<file path="config.mk">
export PLATFORM = sky130hd
export DESIGN_NAME = core_sequencer
export DESIGN_NICKNAME = d
export VERILOG_FILES = /design/src/rtl/core_sequencer.sv
export SDC_FILE = /design/constraint.sdc
export NUM_CORES = 1
export LEC_CHECK = 0
export ABC_CLOCK_PERIOD_IN_PS = 2290
export CORE_MARGIN = 4
export CORE_UTILIZATION = 44
export CTS_BUF_LIST = sky130_fd_sc_hd__clkbuf_4 sky130_fd_sc_hd__clkbuf_8 sky130_fd_sc_hd__clkbuf_16
export CTS_CLUSTER_DIAMETER = 50
export DETAILED_ROUTE_END_ITERATION = 6
export GPL_TIMING_DRIVEN = 0
export PLACE_DENSITY_LB_ADDON = 0.1
export REMOVE_ABC_BUFFERS = 1
export SLEW_MARGIN = 10
export SYNTH_ARGS = -nofsm -noshare
export SYNTH_HDL_FRONTEND = slang
export SYNTH_SLANG_ARGS = --single-unit
</file>
<file path="constraint.sdc">
create_clock -name clk -period 2.29 [get_ports clk]
set_clock_uncertainty 0.1 [all_clocks]
set_input_delay 0.458 -clock clk [delete_from_list [all_inputs] [get_ports clk]]
set_output_delay 0.458 -clock clk [all_outputs]
set_load 0.1 [all_outputs]
</file>
<file path="src/rtl/core_sequencer.sv">
// Multi-cycle instruction sequencer: steps each instruction through
// fetch, decode, execute, optional memory access and writeback. Owns the
// program counter, the instruction register and the retired-instruction count.
module core_sequencer #(
    parameter logic [31:0] RESET_PC = 32'h0000_0000
) (
    input  logic        clk,
    input  logic        rstn,
    // instruction memory
    output logic [31:0] imem_addr,
    output logic        imem_req,
    input  logic        imem_ready,
    input  logic [31:0] imem_rdata,
    // decoder
    output logic [31:0] instr_raw,
    input  logic        dec_illegal,
    input  logic        dec_is_mem,
    input  logic        dec_is_ctrl,
    input  logic        dec_writes_rd,
    // branch unit
    input  logic        ctrl_taken,
    input  logic [31:0] ctrl_target,
    // data memory
    output logic        dmem_req,
    input  logic        dmem_ready,
    // datapath strobes and status
    output logic        exec_en,
    output logic        reg_we,
    output logic [31:0] pc,
    output logic        halted,
    output logic [31:0] instret
);

    typedef enum logic [2:0] {
        StFetch,
        StDecode,
        StExec,
        StMem,
        StWb,
        StHalt
    } state_e;

    state_e      state_q, state_d;
    logic [31:0] pc_q, pc_d;
    logic [31:0] instr_q, instr_d;
    logic [31:0] instret_q, instret_d;
    logic [31:0] next_pc;
    logic        next_pc_misaligned;

    // Writeback target: taken control transfer or sequential (wraps mod 2^32).
    always_comb begin
        next_pc            = (dec_is_ctrl && ctrl_taken) ? ctrl_target : pc_q + 32'd4;
        next_pc_misaligned = (next_pc[1:0] != 2'b00);
    end

    // Next-state logic and per-state strobes.
    always_comb begin
        state_d   = state_q;
        pc_d      = pc_q;
        instr_d   = instr_q;
        instret_d = instret_q;
        imem_req  = 1'b0;
        dmem_req  = 1'b0;
        exec_en   = 1'b0;
        reg_we    = 1'b0;

        unique case (state_q)
            StFetch: begin
                // Gated by rstn so the request stays low while reset is held.
                imem_req = rstn;
                if (imem_ready) begin
                    instr_d = imem_rdata;
                    state_d = StDecode;
                end
            end
            StDecode: begin
                state_d = dec_illegal ? StHalt : StExec;
            end
            StExec: begin
                exec_en = 1'b1;
                state_d = dec_is_mem ? StMem : StWb;
            end
            StMem: begin
                dmem_req = 1'b1;
                if (dmem_ready) begin
                    state_d = StWb;
                end
            end
            StWb: begin
                if (next_pc_misaligned) begin
                    // No retire: pc stays on the offending instruction.
                    state_d = StHalt;
                end else begin
                    reg_we    = dec_writes_rd;
                    instret_d = instret_q + 32'd1;
                    pc_d      = next_pc;
                    state_d   = StFetch;
                end
            end
            StHalt: begin
                state_d = StHalt;
            end
            default: begin
                state_d = StHalt;
            end
        endcase
    end

    // Architectural state registers.
    always_ff @(posedge clk or negedge rstn) begin
        if (!rstn) begin
            state_q   <= StFetch;
            pc_q      <= RESET_PC;
            instr_q   <= 32'h0;
            instret_q <= 32'h0;
        end else begin
            state_q   <= state_d;
            pc_q      <= pc_d;
            instr_q   <= instr_d;
            instret_q <= instret_d;
        end
    end

    // Output mapping.
    always_comb begin
        imem_addr = pc_q;
        pc        = pc_q;
        instr_raw = instr_q;
        instret   = instret_q;
        halted    = (state_q == StHalt);
    end

endmodule

</file>
Word-level counts from Yosys, hierarchy flattened
Cells that the tools add are included.
{"block": "totals", "register_bits": 99, "inputBits": 73, "out_inout_bits": 133}
{"block": "op_classes", "add_sub_neg": 2, "n_eq_ne": 7, "n_mux": 12, "bitwise": 1, "reduce_logical": 6}
{"op": "adder 32 x 1 -> 32 bit (second input constant)", "count": 1}
{"op": "adder 32 x 3 -> 32 bit (second input constant)", "count": 1}
{"op": "2-to-1 mux 32 bit", "count": 1}
{"op": "2-to-1 mux 3 bit", "count": 5}
{"op": "case mux 3 bit (5 select lines)", "count": 1}
{"op": "equality test 3 x 2 -> 1 bit (second input constant)", "count": 2}
{"op": "equality test 3 bit (second input constant)", "count": 2}
{"op": "AND reduction 2 bit", "count": 3}
{"op": "2-to-1 mux 1 bit", "count": 5}
{"op": "inequality test 2 bit (second input constant)", "count": 2}
{"op": "equality test 3 x 1 -> 1 bit (second input constant)", "count": 1}
{"op": "zero test 3 bit", "count": 1}
{"op": "nonzero test 2 bit", "count": 1}
{"op": "logical AND 1 bit", "count": 1}
{"op": "NOT 1 bit", "count": 1}

Longest topological paths before layout
Gate-level depths: netlist of run 1.
{"block": "logic_depth", "depth_word": 5, "depth_mapped": 8, "mapped_depth_nobuf": 6}

Worst setup path before layout of run 1
No wires, ideal clock.
{"block": "synth_timing", "path_type": "register to output", "start": "register state_q[0]", "end": "output port imem_req", "arrival_ns": 3.759, "required_time_ns": 1.732, "slack_ns": -2.027, "path_stages_with_launch": 3, "n_path_buf": 1, "path_cell_list": "dfrtp_1 > clkbuf_1 > nor4b_1"}
{"block": "synth_between", "elab_chain_len": 2}
{"item": "start, declared", "line": "43", "text": "state_e state_q, state_d;"}
{"item": "start signal, assigned", "line": "112", "text": "state_q <= StFetch;"}
{"item": "start signal, assigned", "line": "117", "text": "state_q <= state_d;"}
{"item": "zero test 3 bit", "line": "67", "text": "unique case (state_q)"}
{"item": "2-to-1 mux 1 bit", "line": "67"}
{"item": "end, declared", "line": "11", "text": "output logic imem_req,"}
No other way between the ends.

Final worst setup path of run 1
{"block": "layout_timing", "start": "register pc_q[11], in the netlist imem_addr[11]", "end": "output port pc[11]"}
{"item": "start, declared", "line": "44", "text": "logic [31:0] pc_q, pc_d;"}
{"item": "start signal, assigned", "line": "118", "text": "pc_q <= pc_d;"}
{"item": "end, declared", "line": "29", "text": "output logic [31:0] pc,"}
No word-level cell between the ends.

==> summary.txt, run 1 <==
Floorplanning
  • Core Area: 0.0114 mm²
  • Height of the die: 116 µm
  • Die area: 0.0135 mm²
  • Cell row count: 39
  • Effective utilization at floorplan: 45.1%
  • Top-Level Pins: 206
  • Die extent in x: 116 µm

Critical path
  • Largest fanout on the critical path: 7
  • Type of the setup path with the least slack: flip-flop to primary output
  • Sort of element at the end of the critical path: primary output
  • Delay of the slowest critical-path stage: 0.87 ns
  • Length in cells of the worst reg-to-reg path: 6
  • Critical path's top delay family: buffers and inverters
  • FF-to-FF End: instret[30]
  • Launching element type of the critical path: flip-flop
  • Arrival time of data at the critical path endpoint: 1.70 ns
  • Worst path cell trace: clkdlybuf4s15_1
  • Minimum setup slack among reg-to-reg paths: 0.08 ns
  • Cell with the largest stage delay on the worst path: sky130_fd_sc_hd__clkdlybuf4s15_1
  • Total buffers and inverters traversed by the critical path: 1
  • Launch instance of the worst register-to-register path: state_q[1]
  • Required time at the worst-slack endpoint: 1.73 ns

Detailed routing
  • Post-DR vias/cell: 5.46
  • DR pass1 iterations: 5
  • Post-detailed-route DRC marker count: 0
  • Wire length after detailed routing: 14.9 mm
  • Initial drt markers: 276
  • Detailed-route via count: 4521
  • Post-DRT Antenna Nets: 0
  • Routed wire per std cell: 18.0 µm

GRT
  • Global-route usage over all layers: 22.2%
  • Number of global-route vias before repair: 4503
  • Global-route wire length before repair: 23.7 mm
  • Met1 usage in global routing: 30.5%
  • Met3 track demand over resource: 4.09%
  • Maximum number of pins on one net before global-route repair: 43
  • Total gr overflow: 0
  • Met2 global-route usage: 36.2%
  • Highest-utilization routing layer at the global route stage: met2
  • Number of antenna violations at the first check in global routing: 0

Timing
  • Number of hold violations in the final report: 0
  • Tcrit/Tclk final: 98.6%
  • Final total negative setup slack: 0 ns
  • Fin worst setup slack: 0.0319 ns
  • Post-layout minimum cycle time: 2.26 ns
  • Max frequency: 0.443 GHz
  • Total count of max-transition violations in the final report: 0
  • Slew at the pin with the worst max-slew slack: 0.991 ns
  • Setup violators final: 0
  • Final Hold Slack: 0.0511 ns
  • Setup repair after global routing missed its margin: yes
  • Worst slew slack as a fraction of its limit: 34.2%

Status
  • Run status: complete, no violations

Clock tree
  • Clock sink total: 99
  • Bufs on Longest Clock Path: 2
  • Clock tree from TritonCTS: yes
  • CTS Buf Count: 9
  • H-tree depth reported by CTS: 3
  • Clock latency of the later-clocked register in the worst-skew pair: 0.34 ns
  • CTS clk-pin slew, worst paths: 0.07 ns
  • Clock Root Buffer: sky130_fd_sc_hd__clkbuf_16

Min path
  • Class of the most critical hold timing path: input pin to asynchronous set/reset pin

Job
  • Max-cap viol count: 0

Place
  • Dpl ws: -1.32 ns
  • Port-buffer cells: 205
  • Dpl hpwl: 10.5 mm
  • Global placement routability congestion: 0.812

Final layout
  • Number of nets in the final layout: 756
  • Share of layout cells above drive strength 1: 16.9%
  • Fill cells: 964
  • Post-layout utilization of the core: 65.8%
  • Diodes inserted: 0
  • Area growth from synthesis to final layout: 46.1%

Logic synthesis
  • Portion of the post-synthesis area used by sequential elements: 48.1%
  • Count of flip-flops with a built-in enable after synthesis: 0
  • Yosys warning total: 0
  • Unique masters post-synth: 60
  • Post-Syn Area per Cell: 10.3 µm²
  • Yosys reg bits: 99
  • Async S/R FF share, synth: 100%
  • Area of the mapped netlist: 0.00515 mm²
  • Flip-flop cell with the highest count after synthesis: sky130_fd_sc_hd__dfrtp_1
  • Mapped Cells: 501
[kinds of logic (layout without fill, tap and decap cells)]
family                     Yosys count  in the layout  share of synthesized area (%)
DFF                                 99             99                           48.1
AOI/OAI and AO/OA                   97             97                           12.0
buffers and inverters               64            248                           7.39
muxes                               34             34                           7.63
xor gates and xnor gates            31             31                           5.42
adders and majority gates            2              2                          0.486
and+or+nand+nor                    174            174                           18.9
[metrics by stage]
stage / cells / instance area [µm²]
final: 828 / 7520
after global routing: 828 / 7520
after CTS: 819 / 7430
after detailed placement: 798 / 7180
after global placement: 792 / 7020
after floorplan: 444 / 4790
[synth_stat cells (8+ instances only)]
| master | count | area share, % |
|---|---|---|
| sky130_fd_sc_hd__a21oi_1 | 39 | 3.8 |
| sky130_fd_sc_hd__and2_1 | 9 | 1.1 |
| sky130_fd_sc_hd__and3_1 | 8 | 0.97 |
| sky130_fd_sc_hd__buf_4 | 33 | 4.8 |
| sky130_fd_sc_hd__clkbuf_1 | 14 | 1.0 |
| sky130_fd_sc_hd__dfrtp_1 | 99 | 48 |
| sky130_fd_sc_hd__mux2_2 | 32 | 7.0 |
| sky130_fd_sc_hd__nand2_1 | 40 | 2.9 |
| sky130_fd_sc_hd__nand3_1 | 27 | 2.6 |
| sky130_fd_sc_hd__nand4_1 | 19 | 2.3 |
| sky130_fd_sc_hd__nor2_1 | 38 | 2.8 |
| sky130_fd_sc_hd__o21ai_0 | 15 | 1.5 |
| sky130_fd_sc_hd__o22ai_1 | 9 | 1.1 |
| sky130_fd_sc_hd__xnor2_1 | 22 | 3.7 |
| sky130_fd_sc_hd__xor2_1 | 8 | 1.4 |
[metal layers]
layer | up-vias | share of wire, %
li1 | 2143 | -
met1 | 2185 | 44
met2 | 179 | 47
met3 | 14 | 7.4
met4 | 0 | 1.3
met5 | - | 0
[final cells by class]
type,count,area [µm²],area share (%)
clock buffers,11,246,3.28
well taps,143,179,2.38
inverters,7,26.3,0.349
repair buffers,226,2200,29.2
multi-input cells,338,2360,31.4
clock inverters,4,27.5,0.366
flip-flops and latches,99,2480,33.0
[layout by cell type (no fill, tap or decap), types with 8 or more instances in the layout]
cell,count
sky130_fd_sc_hd__a21oi_1,39
sky130_fd_sc_hd__and2_1,8
sky130_fd_sc_hd__buf_4,12
sky130_fd_sc_hd__clkbuf_16,9
sky130_fd_sc_hd__clkbuf_2,8
sky130_fd_sc_hd__clkdlybuf4s15_1,12
sky130_fd_sc_hd__clkdlybuf4s50_1,68
sky130_fd_sc_hd__dfrtp_1,94
sky130_fd_sc_hd__dlygate4sd2_1,105
sky130_fd_sc_hd__mux2_2,32
sky130_fd_sc_hd__nand2_1,38
sky130_fd_sc_hd__nand3_1,27
sky130_fd_sc_hd__nand4_1,19
sky130_fd_sc_hd__nor2_1,37
sky130_fd_sc_hd__o21ai_0,14
sky130_fd_sc_hd__o22ai_1,9
sky130_fd_sc_hd__xnor2_1,22
sky130_fd_sc_hd__xor2_1,8
[registers in the layout (all words and copies together), names as in the netlist]
register	cells
imem_addr	32
instret	32
state_q	3
instr_raw	32
[repair_timing]
item | in CTS | in global routing
cloned | 1 | 0
hold endpoints to repair | 41 | 0
pin swaps | 3 | 6
endpoints found under the setup margin | 144 | 33
buffers inserted | 1 | 9
gates resized for setup | 185 | 32
hold buffers | 4 | 0
[how the worst max path moves through the flow]
| stage | slack [ns] | cells after the start | from | endpoint |
|---|---|---|---|---|
| 5_1_grt | -0.02 | 1 | imem_addr[16] | imem_addr[16] |
| 3_5_place_dp | -1.32 | 5 | dec_is_ctrl | reg_we |
| 6_report | 0.03 | 1 | imem_addr[11] | pc[11] |
| 2_1_floorplan | -2.12 | 3 | imem_addr[0] | reg_we |
| 4_1_cts | -0.06 | 4 | state_q[1] | reg_we |
| 3_3_place_gp | -4.17 | 3 | rstn | imem_req |
Power of run 1 is not shown: default switching activity piles up to over one toggle a cycle in this logic, so the estimate is an artifact.
==> run 2: changes to the inputs <==
--- a/config.mk
+++ b/config.mk
@@ -5,9 +5,9 @@
 export SDC_FILE = /design/constraint.sdc
 export NUM_CORES = 1
 export LEC_CHECK = 0
-export ABC_CLOCK_PERIOD_IN_PS = 2290
+export ABC_CLOCK_PERIOD_IN_PS = 2700
 export CORE_MARGIN = 4
-export CORE_UTILIZATION = 44
+export CORE_UTILIZATION = 47
 export CTS_BUF_LIST = sky130_fd_sc_hd__clkbuf_4 sky130_fd_sc_hd__clkbuf_8 sky130_fd_sc_hd__clkbuf_16
 export CTS_CLUSTER_DIAMETER = 50
 export DETAILED_ROUTE_END_ITERATION = 6
==> constraint.sdc (replaced) <==
create_clock -name clk -period 2.7 [get_ports clk]
set_clock_uncertainty 0.1 [all_clocks]
set_input_delay 0.54 -clock clk [delete_from_list [all_inputs] [get_ports clk]]
set_output_delay 0.54 -clock clk [all_outputs]
set_load 0.1 [all_outputs]
==> summary.txt, run 2 (synthesis gave the netlist of run 1 again) <==
Detailed routing
  • Routed wire per std cell: 18.0 µm
  • Detailed-route via count: 4582
  • Post-DRT Antenna Nets: 0
  • Wire length after detailed routing: 14.6 mm
  • Initial drt markers: 259
  • Post-DR vias/cell: 5.66
  • Post-detailed-route DRC marker count: 0
  • DR pass1 iterations: 4

Critical path
  • Cell with the largest stage delay on the worst path: sky130_fd_sc_hd__clkdlybuf4s50_1
  • Critical path's top delay family: buffers and inverters
  • Launching element type of the critical path: flip-flop
  • Length in cells of the worst reg-to-reg path: 7
  • Worst path cell trace: clkdlybuf4s50_1
  • Largest fanout on the critical path: 8
  • Type of the setup path with the least slack: flip-flop to primary output
  • Crit. path cell count: 1
  • Delay of the slowest critical-path stage: 1.18 ns
  • Required time at the worst-slack endpoint: 2.06 ns
  • Arrival time of data at the critical path endpoint: 2.03 ns
  • FF-to-FF End: imem_addr[26]
  • Sort of element at the end of the critical path: primary output
  • Total buffers and inverters traversed by the critical path: 1
  • Launch instance of the worst register-to-register path: state_q[0]
  • Minimum setup slack among reg-to-reg paths: 0.30 ns

Clock tree
  • CTS clk-pin slew, worst paths: 0.10 ns
  • H-tree depth reported by CTS: 3
  • CTS Buf Count: 9
  • Clock tree from TritonCTS: yes
  • Clock latency of the later-clocked register in the worst-skew pair: 0.37 ns
  • Bufs on Longest Clock Path: 2
  • Clock sink total: 99
  • Clock Root Buffer: sky130_fd_sc_hd__clkbuf_8

Timing
  • Setup violators final: 0
  • Worst slew slack as a fraction of its limit: 33.1%
  • Post-layout minimum cycle time: 2.67 ns
  • Final Hold Slack: 0.00617 ns
  • Max frequency: 0.375 GHz
  • Tcrit/Tclk final: 98.9%
  • Slew at the pin with the worst max-slew slack: 1.00 ns
  • Setup repair after global routing missed its margin: no
  • Total count of max-transition violations in the final report: 0
  • Number of hold violations in the final report: 0

Final layout
  • Non-filler cells in the finished layout: 810
  • Number of nets in the final layout: 744
  • Post-layout utilization of the core: 71.1%
  • Fill cells: 794
  • Share of layout cells above drive strength 1: 12.0%
  • Area growth from synthesis to final layout: 45.2%
  • Seq. cell area: 0.00248 mm²
  • Diodes inserted: 0
  • Area of the multi-input gates: 0.00232 mm²
  • Most frequent cells in the layout: sky130_fd_sc_hd__clkdlybuf4s50_1 (170), sky130_fd_sc_hd__dfrtp_1 (99), sky130_fd_sc_hd__nand2_1 (39), sky130_fd_sc_hd__a21oi_1 (39), sky130_fd_sc_hd__nor2_1 (38)
  • Most common library cell in the layout ignoring fill and taps: sky130_fd_sc_hd__clkdlybuf4s50_1
  • Design Area, Final: 0.00747 mm²

Status
  • Run status: complete, no violations

Place
  • Dpl hpwl: 10.6 mm
  • Inst Count DP: 791
  • Global placement routability congestion: 0.823
  • Port-buffer cells: 205
  • Cell area reported after detailed placement: 0.00717 mm²

Floorplanning
  • Cell row count: 37
  • Die extent in x: 113 µm
  • Die area: 0.0127 mm²
  • Height of the die: 113 µm
  • Core Area: 0.0105 mm²
  • Effective utilization at floorplan: 49.0%
  • Top-Level Pins: 206

GRT
  • Maximum number of pins on one net before global-route repair: 66
  • Total gr overflow: 0
  • Number of global-route vias before repair: 4615
  • Global-route wire length before repair: 23.8 mm
  • Number of antenna violations at the first check in global routing: 0
  • Global-route usage over all layers: 23.0%

Min path
  • Class of the most critical hold timing path: input pin to asynchronous set/reset pin

Job
  • Max-cap viol count: 0
run 2: changes by cell type in the layout (fill, tap and decap cells not counted), moves of 3 or more:
cell	previous run	this run
sky130_fd_sc_hd__clkbuf_8	1	10
sky130_fd_sc_hd__clkdlybuf4s15_2	5	2
sky130_fd_sc_hd__dlygate4sd2_1	105	11
sky130_fd_sc_hd__clkdlybuf4s15_1	12	0
sky130_fd_sc_hd__clkdlybuf4s50_1	68	170
sky130_fd_sc_hd__dfrtp_2	5	0
sky130_fd_sc_hd__buf_12	5	2
sky130_fd_sc_hd__clkbuf_2	8	1
sky130_fd_sc_hd__dlymetal6s2s_1	1	18
sky130_fd_sc_hd__clkbuf_16	9	0
sky130_fd_sc_hd__buf_4	12	3
sky130_fd_sc_hd__dfrtp_1	94	99
run 2: how the worst max path moves through the flow:
stage	from	endpoint	slack (ns)
after floorplan	imem_addr[0]	reg_we	-1.79
final	imem_addr[7]	pc[7]	0.03
after global routing	imem_addr[4]	imem_addr[4]	0.002
after CTS	state_q[1]	exec_en	0.0001
after detailed placement	dec_is_ctrl	reg_we	-1.09
after global placement	rstn	imem_req	-3.86
run 2: stage by stage:
step,setup WS [ns],setup TNS (ns)
4_1_cts,0.000136,0
6_report,0.0306,0
5_1_grt,0.00168,0
2_1_floorplan,-1.79,-65.84
3_3_place_gp,-3.86,-408.32
3_5_place_dp,-1.09,-2.53
run 2: timing repair:
action | CTS | global route
pin swaps | 1 | 1
gates cloned | 0 | 0
endpoints found under the setup margin | 17 | 22
hold buffers | 0 | 1
buffers inserted | 1 | 1
gates resized for setup | 34 | 22
hold endpoints to repair | 0 | 35
run 2: cell type report:
class / count / share of cell area (%)
clock buffers: 11 / 1.94
clock inverters: 5 / 1.14
inverters: 7 / 0.352
multi-input cells: 338 / 31.1
flip-flops and latches: 99 / 33.1
well taps: 136 / 2.28
repair buffers: 214 / 30.1
run 2: per-layer routing:
layer | global-route usage (%) | wire (µm) | up-vias
met5 | 0 | 0 | -
met2 | 37.5 | 7090 | 207
li1 | - | - | 2117
met1 | 30.6 | 6260 | 2240
met3 | 4.31 | 949 | 18
met4 | 8.17 | 284 | 0
Power of run 2 is left out for the same reason.
